`src/rtl/codeword_pkg.sv`:
```
// Shared types and constants for the codeword receiver: FSM states, codeword
// geometry and the wire-order to payload mapping.
package codeword_pkg;

  typedef enum logic [1:0] {
    IDLE,
    SHIFT,
    CHECK
  } state_e;

  localparam int CW_W       = 6;
  localparam int PL_W       = 5;
  localparam int C1_IDX     = 0;
  localparam int C2_IDX     = 1;
  localparam int C3_IDX     = 2;
  localparam int C4_IDX     = 3;
  localparam int PARITY_IDX = 4;
  localparam int C6_IDX     = 5;

  // Payload is packed {c6,c4,c3,c2,c1}; the parity bit is dropped.
  function automatic logic [PL_W-1:0] extract_payload(input logic [CW_W-1:0] cw);
    return {cw[C6_IDX], cw[C4_IDX], cw[C3_IDX], cw[C2_IDX], cw[C1_IDX]};
  endfunction

endpackage

```
`src/rtl/codeword_rx_shift6.sv`:
```
// 6-bit serial-in shift register with load enable, synchronous clear and a
// bit counter; full flags the load that completes the codeword.
module cw_shift6
  import codeword_pkg::*;
(
  input  logic            clk,
  input  logic            rst,
  input  logic            clr,
  input  logic            load,
  input  logic            bit_in,
  output logic [CW_W-1:0] data,
  output logic            full
);

  logic [CW_W-1:0] sreg_q, sreg_d;
  logic [2:0]      cnt_q, cnt_d;

  // First bit on the wire ends up at index 0 after six shifts.
  always_comb begin
    sreg_d = sreg_q;
    cnt_d  = cnt_q;
    full   = load && (cnt_q == 3'(CW_W - 1));
    if (clr) begin
      sreg_d = '0;
      cnt_d  = '0;
    end else if (load) begin
      sreg_d = {bit_in, sreg_q[CW_W-1:1]};
      cnt_d  = full ? '0 : cnt_q + 3'd1;
    end
  end

  always_ff @(posedge clk) begin
    if (rst) begin
      sreg_q <= '0;
      cnt_q  <= '0;
    end else begin
      sreg_q <= sreg_d;
      cnt_q  <= cnt_d;
    end
  end

  assign data = sreg_q;

endmodule

```
`src/rtl/codeword_rx.sv`:
```
// Serial codeword receiver: deserialise, parity-check and hold the last good
// payload. Optional saturating parity-error counter under CODEWORD_ERRCNT_EN.
module codeword_rx
  import codeword_pkg::*;
#(
  parameter int PARITY_ODD  = 0,
  parameter int TIMEOUT_CYC = 16
`ifdef CODEWORD_ERRCNT_EN
  , parameter int ERR_W = 4
`endif
) (
  input  logic clk,
  input  logic rst,
  input  logic start,
  input  logic bit_in,
  input  logic bit_valid,
  output logic c1,
  output logic c2,
  output logic c3,
  output logic c4,
  output logic c6,
  output logic word_ok,
  output logic parity_err,
  output logic frame_abort,
  output logic busy
`ifdef CODEWORD_ERRCNT_EN
  , output logic [ERR_W-1:0] err_count
`endif
);

  localparam int            TW         = $clog2(TIMEOUT_CYC + 1);
  localparam logic [TW-1:0] TO_VAL     = TW'(TIMEOUT_CYC);
  localparam logic          PAR_TARGET = (PARITY_ODD != 0);

  state_e          state_q, state_d;
  logic [TW-1:0]   timer_q, timer_d, timer_inc;
  logic            res_vld_q, res_vld_d, res_ok_q, res_ok_d;
  logic [PL_W-1:0] res_pl_q, res_pl_d, payload_q, payload_d;
  logic            word_ok_q, word_ok_d, parity_err_q, parity_err_d;
  logic            abort_q, abort_d;
  logic            sh_clr, sh_load, sh_full;
  logic [CW_W-1:0] sh_data;

  cw_shift6 u_shift (
    .clk    (clk),
    .rst    (rst),
    .clr    (sh_clr),
    .load   (sh_load),
    .bit_in (bit_in),
    .data   (sh_data),
    .full   (sh_full)
  );

  always_comb begin
    state_d   = state_q;
    timer_d   = timer_q;
    timer_inc = timer_q + 1'b1;
    sh_clr    = 1'b0;
    sh_load   = 1'b0;
    abort_d   = 1'b0;
    res_vld_d = 1'b0;
    res_ok_d  = res_ok_q;
    res_pl_d  = res_pl_q;
    unique case (state_q)
      IDLE: begin
        if (start) begin
          state_d = SHIFT;
          sh_clr  = 1'b1;
          timer_d = '0;
        end
      end
      SHIFT: begin
        if (start) begin
          sh_clr  = 1'b1;
          timer_d = '0;
        end else if (bit_valid) begin
          sh_load = 1'b1;
          timer_d = '0;
          if (sh_full) state_d = CHECK;
        end else if (timer_inc == TO_VAL) begin
          state_d = IDLE;
          timer_d = '0;
          abort_d = 1'b1;
        end else begin
          timer_d = timer_inc;
        end
      end
      CHECK: begin
        res_vld_d = 1'b1;
        res_ok_d  = ((^sh_data) == PAR_TARGET);
        res_pl_d  = extract_payload(sh_data);
        state_d   = IDLE;
      end
      default: state_d = IDLE;
    endcase

    // CHECK result is staged once so payload and pulses land two edges after the 6th bit.
    word_ok_d    = res_vld_q & res_ok_q;
    parity_err_d = res_vld_q & ~res_ok_q;
    payload_d    = word_ok_d ? res_pl_q : payload_q;
  end

  always_ff @(posedge clk) begin
    if (rst) begin
      state_q      <= IDLE;
      timer_q      <= '0;
      res_vld_q    <= 1'b0;
      res_ok_q     <= 1'b0;
      res_pl_q     <= '0;
      payload_q    <= '0;
      word_ok_q    <= 1'b0;
      parity_err_q <= 1'b0;
      abort_q      <= 1'b0;
    end else begin
      state_q      <= state_d;
      timer_q      <= timer_d;
      res_vld_q    <= res_vld_d;
      res_ok_q     <= res_ok_d;
      res_pl_q     <= res_pl_d;
      payload_q    <= payload_d;
      word_ok_q    <= word_ok_d;
      parity_err_q <= parity_err_d;
      abort_q      <= abort_d;
    end
  end

`ifdef CODEWORD_ERRCNT_EN
  logic [ERR_W-1:0] err_q, err_d;

  always_comb begin
    err_d = err_q;
    if (parity_err_d && (err_q != '1)) err_d = err_q + 1'b1;
  end

  always_ff @(posedge clk) begin
    if (rst) err_q <= '0;
    else     err_q <= err_d;
  end

  assign err_count = err_q;
`endif

  assign {c6, c4, c3, c2, c1} = payload_q;
  assign word_ok     = word_ok_q;
  assign parity_err  = parity_err_q;
  assign frame_abort = abort_q;
  assign busy        = (state_q != IDLE);

endmodule
```
`config.mk`:
```
export PLATFORM = sky130hd
export DESIGN_NAME = codeword_rx
export DESIGN_NICKNAME = d
export VERILOG_FILES = /design/src/rtl/codeword_pkg.sv /design/src/rtl/codeword_rx_shift6.sv /design/src/rtl/codeword_rx.sv
export SDC_FILE = /design/constraint.sdc
export NUM_CORES = 1
export LEC_CHECK = 0
export ABC_AREA = 1
export CAP_MARGIN = 10
export CORE_MARGIN = 8
export CORE_UTILIZATION = 37
export CTS_CLUSTER_DIAMETER = 50
export DETAILED_ROUTE_END_ITERATION = 8
export SLEW_MARGIN = 0
export SYNTH_ARGS = -nofsm -noshare
export SYNTH_HDL_FRONTEND = slang
export SYNTH_SLANG_ARGS = --single-unit
```
`constraint.sdc`:
```
create_clock -name clk -period 2 [get_ports clk]
set_input_delay 0.3 -clock clk [delete_from_list [all_inputs] [get_ports clk]]
set_output_delay 0.3 -clock clk [all_outputs]
set_load 0.01 [all_outputs]
```
==> run summary <==
Slew Viols, Final: 0
syn_area_per_cell: 7.58 sq um
critical path required time: 1.70 ns
Syn-to-layout area delta: 21.2%
post-route design area: 1540 sq um
WP data arrival: 1.44 ns
Fmax: 0.575 GHz
H-Tree Depth: 2
die footprint: 5580 sq um
layout net count: 199
CTS max path bufs: 2
number of distinct library cells after synthesis: 20
final setup violation count: 0
total number of vias: 1090
initial antenna violation count: 0
CTS tree: done
post-synthesis cell count: 168
ANT nets after route: 0
Root Driver: clkbuf_4
WL per Instance: 10.5 um
Layout Skew: 0.00754 ns
share of cells above drive strength 1: 0.0938
clock-pin slew of the registers on the worst-case setup and hold paths: 0.10 ns
critical path class: reg2out
post-synthesis sequential area ratio: 0.487
global-route wire length before repair: 4280 um
Setup TNS Final: 0 ns
TritonRoute pass-1 iters: 5
Place WS: 0.304 ns
Cell Pwr Density: 672 nW/um^2
Synth Net Count: 176
vias per cell: 4.58
post-CTS sizing: 0
DPL Wire Length: 1810 um
Tightest Pin Transition: 0.420 ns
ANT cells: 0
fin util: 0.466
status: finished, final reports clean
worst rel slew slack: 0.718
total power: 1.04 mW
Total Wirelength: 2510 um
IO Count: 14
#FFs+latches synth: 31
Overflow after GRT: 0
Cell Rows: 21
number of global-route vias before repair: 1003
Post-CTS Hold Fix Bufs: 0
RSZ-0062 raised after global routing: no
placed cell area: 1490 sq um
clk_lat worst skew: 0.33 ns
max_cap viols: 0
Total GRT Usage: 0.103
startpoint types: register
Synth warnings: 0
Hold Fails Final Rpt: 0
die height: 74.7 um
cell leakage power: 0.636 nW
1st-iter DRT viols: 51
Num CTS Buffers: 5
Worst Path Max Fanout: 5
Synth Cell Area: 1270 sq um
setup slack after layout: 0.261 ns
die width: 74.7 um
clock sink count: 31
largest net degree at the start of global routing: 16
crit end category: output pin
core area: 3310 sq um
crit path time final: 1.74 ns
Post-CTS Setup Repair Bufs: 0
Initial Utilization: 0.385
Worst IR Drop VDD: 0.000457 V
Port Buffer Count: 13
Final GP Congestion: 0.901
Hold WC Path Type: reg2reg
DRC errors left: 0
period utilization: 0.870
## Yosys cell counts, drive strengths merged
cell type  number  area share
o21ai          16       0.063
nor2           30       0.088
nand3           8       0.035
nand3b          1      0.0059
o21bai          1      0.0059
dfxtp          31        0.49
xor2            3       0.021
nand4           2      0.0098
xnor2           3       0.021
inv            16       0.047
clkbuf          2      0.0059
nor3            3       0.021
ha              3       0.029
nand2          35        0.11
a21oi          14       0.055
## cell type report
class | instances | area (sq um)
inverters | 16 | 60.1
clock buffers | 5 | 37.5
clock inverters | 3 | 15.0
flip-flops and latches | 31 | 621
repair buffers | 18 | 168
multi-input cells | 119 | 586
fillers | 355 | 1770
well taps | 46 | 57.6
## where the power goes
part	internal, mW	switching (mW)	total [mW]
clock network	0.131	0.219	0.350
logic	0.0277	0.0364	0.0641
registers	0.620	0.00385	0.624
total	0.778	0.259	1.04
## layout by cell type, fill, tap and decap left out
cell             Yosys  final
nor2_1              30     30
clkbuf_4             0      5
clkinv_2             0      3
nand3_2              1      1
nand4_1              2      2
xnor2_1              3      3
clkdlybuf4s50_1      0     13
nand3_1              7      7
o21ai_1              1      1
nand2_1             34     34
nand2_2              1      1
dfxtp_1             31     31
inv_1               14     14
ha_1                 3      3
o21ai_0             15     15
nor3_1               2      2
inv_2                2      2
a21oi_1             14     14
nor3_4               1      1
xor2_1               3      3
o21bai_1             1      1
buf_4                0      5
nand3b_1             1      1
## flip-flops by register name, summed over array words and instances (netlist names)
register / flops
u_shift.data: 6
payload_q: 5
res_pl_q: 5
timer_q: 5
u_shift.cnt_q: 3
state_q: 2
frame_abort: 1
parity_err: 1
res_ok_q: 1
res_vld_q: 1
word_ok: 1
## worst max-delay path: stages, from the launching register on
cell	delay [ns]
dfxtp_1	0.42
nor2_1	0.10
inv_1	0.06
clkdlybuf4s50_1	0.53
## per-layer routing
layer	routed length (um)	part of all wire	track usage	up-vias
met2	1050	0.42	0.150	26
met5	0	0	0	-
met4	66	0.026	0.0630	0
met3	182	0.073	0.0519	6
li1	-	-	-	587
met1	1210	0.48	0.118	471
## cells by family after synthesis
logic type	after synthesis	synth area share
AND/OR/NAND/NOR	79	0.265
AO/OA/AOI/OAI	31	0.124
flip-flops	31	0.487
buffers and inverters	18	0.0530
XOR/XNOR	6	0.0413
adder cells (fa/ha/maj)	3	0.0295
## per-stage QoR
step                instances  hold slack (ns)
floorplan                 168            0.411
global placement          230            0.424
detailed placement        230            0.429
CTS                       238            0.442
global route              238            0.462
finish                    238            0.446
## worst paths after layout
path         cells past startpoint                     from                       to  slack, ns
min reg2reg                      2     res_vld_q$_SDFF_PP0_    parity_err$_SDFF_PP0_       0.45
max reg2reg                     10  timer_q[1]$_SDFFE_PP0P_  state_q[0]$_SDFFE_PP0P_       0.63
min                              2     res_vld_q$_SDFF_PP0_    parity_err$_SDFF_PP0_       0.45
max                              3  state_q[0]$_SDFFE_PP0P_                     busy       0.26
Power figures use the tool's default switching activity.
